==> src/rtl/sample_stream_pkg.sv <==
// Shared types and default constants for the sample streamer and the
// minmax_filter benches that reuse its timing.
package sample_stream_pkg;

  typedef enum logic [1:0] {
    ST_IDLE  = 2'd0,
    ST_FETCH = 2'd1,
    ST_EMIT  = 2'd2,
    ST_GAP   = 2'd3
  } stream_state_t;

  localparam int unsigned DEFAULT_SAMPLE_DATA_WIDTH = 8;
  localparam int unsigned DEFAULT_SAMPLE_PERIOD     = 800;

endpackage

==> src/rtl/sample_tick_gen.sv <==
// Free-running modulo-PERIOD counter with a one-cycle tick on its last
// count and a synchronous clear back to zero.
module sample_tick_gen
  import sample_stream_pkg::*;
#(
  parameter int unsigned PERIOD = DEFAULT_SAMPLE_PERIOD
) (
  input  logic i_clk,
  input  logic i_rst,
  input  logic i_clear,
  output logic o_tick
);

  localparam int unsigned CW = (PERIOD > 1) ? $clog2(PERIOD) : 1;
  localparam logic [CW-1:0] LAST = CW'(PERIOD - 1);

  logic [CW-1:0] r_count;

  always_ff @(posedge i_clk) begin
    if (i_rst || i_clear) begin
      r_count <= '0;
    end else if (r_count == LAST) begin
      r_count <= '0;
    end else begin
      r_count <= r_count + 1'b1;
    end
  end

  assign o_tick = (r_count == LAST);

endmodule

==> src/rtl/sample_streamer.sv <==
// Streams SAMPLE_COUNT words from a fixed-latency sample memory as axiov
// strobes spaced SAMPLE_PERIOD cycles apart. Define SAMPLE_STREAMER_LOOP_EN
// to wrap the address and stream continuously instead of a single pass.
module sample_streamer
  import sample_stream_pkg::*;
#(
  parameter int unsigned SAMPLE_DATA_WIDTH = DEFAULT_SAMPLE_DATA_WIDTH,
  parameter int unsigned SAMPLE_COUNT      = 7000,
  parameter int unsigned SAMPLE_PERIOD     = DEFAULT_SAMPLE_PERIOD,
  parameter int unsigned READ_LATENCY      = 2,
  parameter int unsigned ADDR_WIDTH        = $clog2(SAMPLE_COUNT)
) (
  input  logic                         clk,
  input  logic                         rst,
  input  logic                         start,
  input  logic                         stop,
  output logic [ADDR_WIDTH-1:0]        mem_addr,
  input  logic [SAMPLE_DATA_WIDTH-1:0] mem_data,
  output logic                         axiov,
  output logic [SAMPLE_DATA_WIDTH-1:0] axiod,
  output logic                         busy,
  output logic                         done
);

`ifdef SAMPLE_STREAMER_LOOP_EN
  localparam logic LOOP_EN = 1'b1;
`else
  localparam logic LOOP_EN = 1'b0;
`endif

  localparam int unsigned         LAT_W     = (READ_LATENCY > 0) ? $clog2(READ_LATENCY + 1) : 1;
  localparam logic [LAT_W-1:0]    LAT_LAST  = LAT_W'(READ_LATENCY);
  localparam logic [ADDR_WIDTH-1:0] ADDR_LAST = ADDR_WIDTH'(SAMPLE_COUNT - 1);

  stream_state_t                r_state;
  logic [ADDR_WIDTH-1:0]        r_addr;
  logic [LAT_W-1:0]             r_lat;
  logic                         r_last;
  logic                         r_axiov;
  logic [SAMPLE_DATA_WIDTH-1:0] r_axiod;
  logic                         r_busy;
  logic                         r_done;

  logic                  w_tick;
  logic                  w_tick_clear;
  logic                  w_is_last;
  logic [ADDR_WIDTH-1:0] w_next_addr;

  // Holding the period counter clear until the first strobe lines every
  // later tick up with the cycle before each EMIT.
  assign w_tick_clear = (r_state == ST_IDLE) || (r_state == ST_FETCH);

  sample_tick_gen #(
    .PERIOD(SAMPLE_PERIOD)
  ) u_tick_gen (
    .i_clk  (clk),
    .i_rst  (rst),
    .i_clear(w_tick_clear),
    .o_tick (w_tick)
  );

  assign w_is_last   = (r_addr == ADDR_LAST);
  assign w_next_addr = w_is_last ? '0 : r_addr + 1'b1;

  always_ff @(posedge clk) begin
    if (rst) begin
      r_state <= ST_IDLE;
      r_addr  <= '0;
      r_lat   <= '0;
      r_last  <= 1'b0;
      r_axiov <= 1'b0;
      r_axiod <= '0;
      r_busy  <= 1'b0;
      r_done  <= 1'b0;
    end else if (stop && (r_state != ST_IDLE)) begin
      r_state <= ST_IDLE;
      r_addr  <= '0;
      r_lat   <= '0;
      r_last  <= 1'b0;
      r_axiov <= 1'b0;
      r_busy  <= 1'b0;
      r_done  <= 1'b0;
    end else begin
      unique case (r_state)
        ST_IDLE: begin
          r_axiov <= 1'b0;
          r_done  <= 1'b0;
          if (start && !stop) begin
            r_state <= ST_FETCH;
            r_busy  <= 1'b1;
            r_addr  <= '0;
            r_lat   <= '0;
            r_last  <= 1'b0;
          end
        end
        ST_FETCH: begin
          if (r_lat == LAT_LAST) begin
            r_state <= ST_EMIT;
            r_axiov <= 1'b1;
            r_axiod <= mem_data;
            r_last  <= w_is_last;
            r_addr  <= w_next_addr;
          end else begin
            r_lat <= r_lat + 1'b1;
          end
        end
        ST_EMIT: begin
          r_state <= ST_GAP;
          r_axiov <= 1'b0;
          r_done  <= r_last;
        end
        ST_GAP: begin
          r_done <= 1'b0;
          // The first GAP cycle after the final sample carries the done pulse.
          if (r_last && !LOOP_EN) begin
            r_state <= ST_IDLE;
            r_busy  <= 1'b0;
            r_last  <= 1'b0;
          end else if (w_tick) begin
            r_state <= ST_EMIT;
            r_axiov <= 1'b1;
            r_axiod <= mem_data;
            r_last  <= w_is_last;
            r_addr  <= w_next_addr;
          end
        end
        default: begin
          r_state <= ST_IDLE;
          r_busy  <= 1'b0;
        end
      endcase
    end
  end

  assign mem_addr = r_addr;
  assign axiov    = r_axiov;
  assign axiod    = r_axiod;
  assign busy     = r_busy;
  assign done     = r_done;

endmodule

==> config.mk <==
export PLATFORM = sky130hd
export DESIGN_NAME = sample_streamer
export DESIGN_NICKNAME = d
export VERILOG_FILES = /design/src/rtl/sample_stream_pkg.sv /design/src/rtl/sample_tick_gen.sv /design/src/rtl/sample_streamer.sv
export SDC_FILE = /design/constraint.sdc
export NUM_CORES = 1
export LEC_CHECK = 0
export BUFFER_PORTS_ARGS = -buffer_cell sky130_fd_sc_hd__buf_4
export CORE_MARGIN = 2
export CORE_UTILIZATION = 50
export DETAILED_ROUTE_END_ITERATION = 6
export PLACE_DENSITY_LB_ADDON = 0.2
export SLEW_MARGIN = 0
export SYNTH_ARGS = -nofsm -noshare
export SYNTH_HDL_FRONTEND = slang
export SYNTH_SLANG_ARGS = --single-unit
==> constraint.sdc <==
create_clock -name clk -period 2.7 [get_ports clk]
set_input_delay 0.135 -clock clk [delete_from_list [all_inputs] [get_ports clk]]
set_output_delay 0.135 -clock clk [all_outputs]
set_load 0.02 [all_outputs]
# Yosys cells after proc, flatten, opt, wreduce, memory -nomap -nowiden
# Cells that the tools add are included.
word_totals:
  ff_bits: 39
  out_inout_bits: 24
classes:
  n_addsub: 3
  n_eq_ne: 13
  muxes: 31
  bitwise: 1
  reduce_logical: 23
ops:
  columns: ["operator", "n"]
  rows:
  - ["13-bit 2-to-1 mux", 5]
  - ["13-bit case mux with 3 select lines", 1]
  - ["8-bit 2-to-1 mux", 3]
  - ["8-bit case mux with 2 select lines", 1]
  - ["3-bit AND reduction", 5]
  - ["13-bit by 1-bit adder with 13-bit output, second input constant", 1]
  - ["13-bit == test, second input constant", 1]
  - ["2-bit 2-to-1 mux", 6]
  - ["10-bit by 1-bit adder with 10-bit output, second input constant", 1]
  - ["10-bit == test, second input constant", 1]
  - ["5-bit AND reduction", 2]
  - ["2-bit nonzero test", 5]
  - ["1-bit 2-to-1 mux", 9]
  - ["2-bit case mux with 4 select lines", 1]
  - ["2-bit OR reduction", 4]
  - ["2-bit == test, second input constant", 3]
  - ["2-bit by 1-bit != test with 1-bit output, second input constant", 3]
  - ["2-bit != test, second input constant", 3]
  - ["1-bit case mux with 3 select lines", 2]
  - ["1-bit case mux with 2 select lines", 2]
  - ["2-bit case mux with 2 select lines", 1]
  - ["3-bit by 2-bit != test with 1-bit output, second input constant", 1]
  - ["3-bit nonzero test", 1]
  - ["2-bit by 1-bit adder with 2-bit output, second input constant", 1]
  - ["6 further kinds", 8]

# Longest topological paths before layout
logic_depth:
  ltp_word: 5
  ltp_mapped: 8
  depth_no_buf: 7

# By module
# From an unflattened synthesis, not the netlist that was laid out.
hier_totals:
  cells_unflattened: 218
  area_unflattened_um2: 1938.1
modules_own_cells:
  columns: ["mod", "n_inst", "cells_per_inst", "area_each_um2"]
  rows:
  - ["sample_streamer", 1, 167, 1488.9]
  - ["sample_tick_gen", 1, 51, 449.2]

# Least setup slack after synthesis
# OpenSTA, ideal clock, no wires.
synth_timing:
  kind: "reg2reg"
  startpoint: "register r_state[1]"
  endpoint: "register r_addr[2] (netlist: mem_addr[2])"
  setup_ps: 117
  arrival_time_ps: 2077
  required_time_ps: 2583
  setup_slack_ps: 506
  stages_incl_launch_ff: 9
  path_buffers: 2
  path_cell_list: "dfxtp_1 inv_1 ha_1 clkbuf_1 a221oi_1 and2_0 buf_4 o21ai_2 a32o_1"
synth_via:
  elab_chain_len: 3
synth_lines:
  columns: ["item", "line_no", "source"]
  rows:
  - ["start: declaration", "sample_streamer.sv:35", "stream_state_t r_state;"]
  - ["start signal: assignment", "sample_streamer.sv:67", "r_state <= ST_IDLE;"]
  - ["start signal: assignment", "sample_streamer.sv:76", "r_state <= ST_IDLE;"]
  - ["start signal: assignment", "sample_streamer.sv:89", "r_state <= ST_FETCH;"]
  - ["2-bit == test, or another cell as far along", "sample_streamer.sv:84", "unique case (r_state)"]
  - ["2-bit by 1-bit != test with 1-bit output (no source line), or another cell as far along", null, null]
  - ["5-bit AND reduction (no source line) / 2-bit OR reduction (equally long branches)", null, null]
  - ["end signal: assignment", "sample_streamer.sv:102", "r_addr <= w_next_addr;"]
  - ["end signal: assignment", "sample_streamer.sv:124", "r_addr <= w_next_addr;"]
  - ["end: declaration", "sample_streamer.sv:36", "logic [ADDR_WIDTH-1:0] r_addr;"]
# Several ways; a longest one is shown, not always the timed one.
# A chain may end at the register's enable or synchronous reset.

# Final worst setup path
layout_timing:
  startpoint: "register u_tick_gen.r_count[5]"
  endpoint: "register r_addr[5] (netlist: mem_addr[5])"
layout_via:
  elab_chain_len: 3
layout_lines:
  columns: ["item", "line_no", "source"]
  rows:
  - ["start: declaration", "sample_tick_gen.sv:17", "logic [CW-1:0] r_count;"]
  - ["start signal: assignment", "sample_tick_gen.sv:25", "r_count <= r_count + 1'b1;"]
  - ["10-bit == test", "sample_tick_gen.sv:29", "assign o_tick = (r_count == LAST);"]
  - ["2-bit by 1-bit != test with 1-bit output (no source line)", null, null]
  - ["5-bit AND reduction (no source line)", null, null]
# Every way passes these cells.

==> reports/qor.yml <==
worst_pin_slew_ns: 0.504
rr_worst_depth: 5
grt_pass1_wl_mm: 7.20
p_sw_uw: 718
dieArea_sq_um: 4510
p_per_area_nw_per_um2: 764
ys.flop_type: "dfxtp_1"
synthAdderAreaFrac: 0.0502
ys_types: 49
syn_nets: 249
cts_setup_buffers: 0
layout_min_cycle_time_ns: 2.20
clk_latency_ns: 0.29
slowest_delay_ns: 0.58
antenna_found_initial: 0
critical_path_arrival_ns: 2.39
synthMuxAreaShare: 0.0508
clk_pin_slew_ns: 0.08
netlist_area_sq_um: 1990
layout-drive-gt1-share: 0.228
combPwrFrac: 0.414
die_w_um: 67.2
required_ns: 2.89
grt_usage: 0.209
cts_resized: 0
cts_hold_buf: 0
cts.sinks: 39
final_cell_mix: "dfxtp_1 (39), buf_4 (38), nor2_1 (36)"
drc: 0
async_flop_share: 0
final_common_cell: "dfxtp_1"
relSlewSlack: 0.663
via_per_inst: 5.54
rsz0062_at_grt: "false"
hold_depth: 3
io_pins: 36
ys_ff_latch: 39
synth_edf_count: 0
hold_path.class: "in2reg"
dp_hpwl_mm: 3.09
io_buffer_count: 35
final_cell_area_sq_um: 2400
core.rowCount: 22
ff2ff_setup_slack_ns: 0.50
ir_drop_mv: 0.439
start_kind: "flop"
root_buffer: "clkbuf_8"
clockPowerShare: 0.214
crit_type: "reg2reg"
wire_per_inst_um: 13.4
postRouteAntennaNets: 0
maxSlewViolCount: 0
fin_skew_ns: 0.00831
crit_slowest_cell: "or4b_4"
finalSetupTns_ns: 0
outcome: "complete, no violations"
grt_max_degree: 21
crit_path_end_kind: "flop"
placed_area_sq_um: 2310
dr.first_iter.drc_count: 158
cts_tree: "yes"
path_cells: "or4b_4, o41ai_4, and2_0, o21ai_0, a31o_1"
synth_top_family_by_area: "simple AND/OR/NAND/NOR gates"
fmax_ghz: 0.454
clockBufferDepth: 2
netlist_instances: 229
synth_warnings: 0
diodes: 0
pwr-share-seq: 0.373
grt_remaining_overflow: 0
core_sq_um: 3740
finalWirelength_mm: 4.23
place_congestion: 0.846
critPathMaxFanout: 8
start_util: 0.533
cts_made_buffers: 5
finalHoldViolCount: 0
syn2layout_area_growth_pct: 20.3
synthSimpleGateAreaFrac: 0.292
yosys-top-cells-area: "dfxtp_1 (39%), nor2_1 (6.8%), ha_1 (5.0%), mux2i_1 (4.5%), nand2_1 (3.4%)"
vias: 1750
htree_levels: 2
fp.dieH_um: 67.2
synth-seq-area-share: 0.391
syn_area_per_cell_sq_um: 8.71
p_leak_nw: 0.946
cap_viol_max_count: 0
synth_compound_area_frac: 0.146
synthXorXnorAreaFrac: 0.0351
final_nets: 287
synth_area_leader_cell: "dfxtp_1"
min_period_over_period: 0.816
setup_viol: 0
first_pass_iters: 4
sw_frac_of_total: 0.392
p_int_mw: 1.11
yosys.area.top_type_share: 0.391
first_global_vias: 1590
-- area by class of cell --
| type | instances | area (sq um) |
|---|---|---|
| inverters | 10 | 37.5 |
| flip-flops and latches | 39 | 781 |
| clock buffers | 5 | 68.8 |
| multi-input cells | 173 | 1150 |
| clock inverters | 3 | 20.0 |
| fillers | 352 | 1350 |
| repair buffers | 38 | 285 |
| well taps | 48 | 60.1 |
-- Yosys cell counts (5+ instances only) --
library cell	instances
clkbuf_1	5
xnor2_1	5
o21ai_0	5
mux2i_1	9
nor4_1	7
nand4_1	6
a21o_1	5
nand2b_1	6
inv_1	10
ha_1	8
nand3_1	9
nor2_1	36
dfxtp_1	39
nand2_1	18
a21oi_1	8
a31o_1	7
nor3_1	5
-- worst max-delay path: cells and delay by family (launching register included) --
kind / cells / cell delay (ns)
flip-flops: 1 / 0.37
AO/OA/AOI/OAI: 3 / 0.74
AND/OR/NAND/NOR: 2 / 1.00
-- final timing paths --
path / from / endpoint
worst min register to register: axiov$_SDFFE_PP0P_ / axiov$_SDFFE_PP0P_
worst max-delay path: u_tick_gen.r_count[5]$_SDFF_PP0_ / mem_addr[5]$_SDFFE_PP0P_
worst max register to register: u_tick_gen.r_count[5]$_SDFF_PP0_ / mem_addr[5]$_SDFFE_PP0P_
worst min-delay path: mem_data[7] / axiod[7]$_SDFFE_PP0P_
-- power by group through the flow --
stage          Clock (mW)  Combinational, mW  Sequential (mW)
3_5_place_dp            0              0.752            0.696
3_3_place_gp            0              0.748            0.693
5_1_grt             0.422              0.845            0.691
4_1_cts             0.402              0.756            0.683
6_report            0.392              0.758            0.683
2_1_floorplan           0              0.509            0.738
-- cell families (layout without fill, tap and decap cells) --
group	after synthesis	count (layout)
and+or+nand+nor	109	109
DFF	39	39
muxes	10	10
xor gates and xnor gates	8	8
AOI/OAI and AO/OA	38	38
buffers and inverters	17	56
adders and majority gates	8	8
-- metal layers --
metal | up-vias | wire length [um] | track usage
met5 | - | 0 | 0
met1 | 799 | 2040 | 0.282
met2 | 49 | 1900 | 0.322
li1 | 893 | - | -
met3 | 9 | 209 | 0.0617
met4 | 0 | 74 | 0.0663
-- state kept, by name, summed over array words and instances, names as in the netlist --
register,flops
mem_addr,13
u_tick_gen.r_count,10
axiod,8
r_lat,2
r_state,2
axiov,1
busy,1
done,1
r_last,1
-- metrics by stage --
stage	setup WS [ns]	utilization	instances	hold WS, ns	power (mW)
after floorplan	0.506	-	229	0.279	1.25
after global placement	0.579	0.617	308	0.362	1.44
after detailed placement	0.546	0.617	308	0.374	1.45
after CTS	0.514	0.641	316	0.0694	1.84
after global routing	0.328	0.641	316	0.0755	1.96
final	0.496	0.641	316	0.0723	1.83
(Power assumes the default switching activity.)
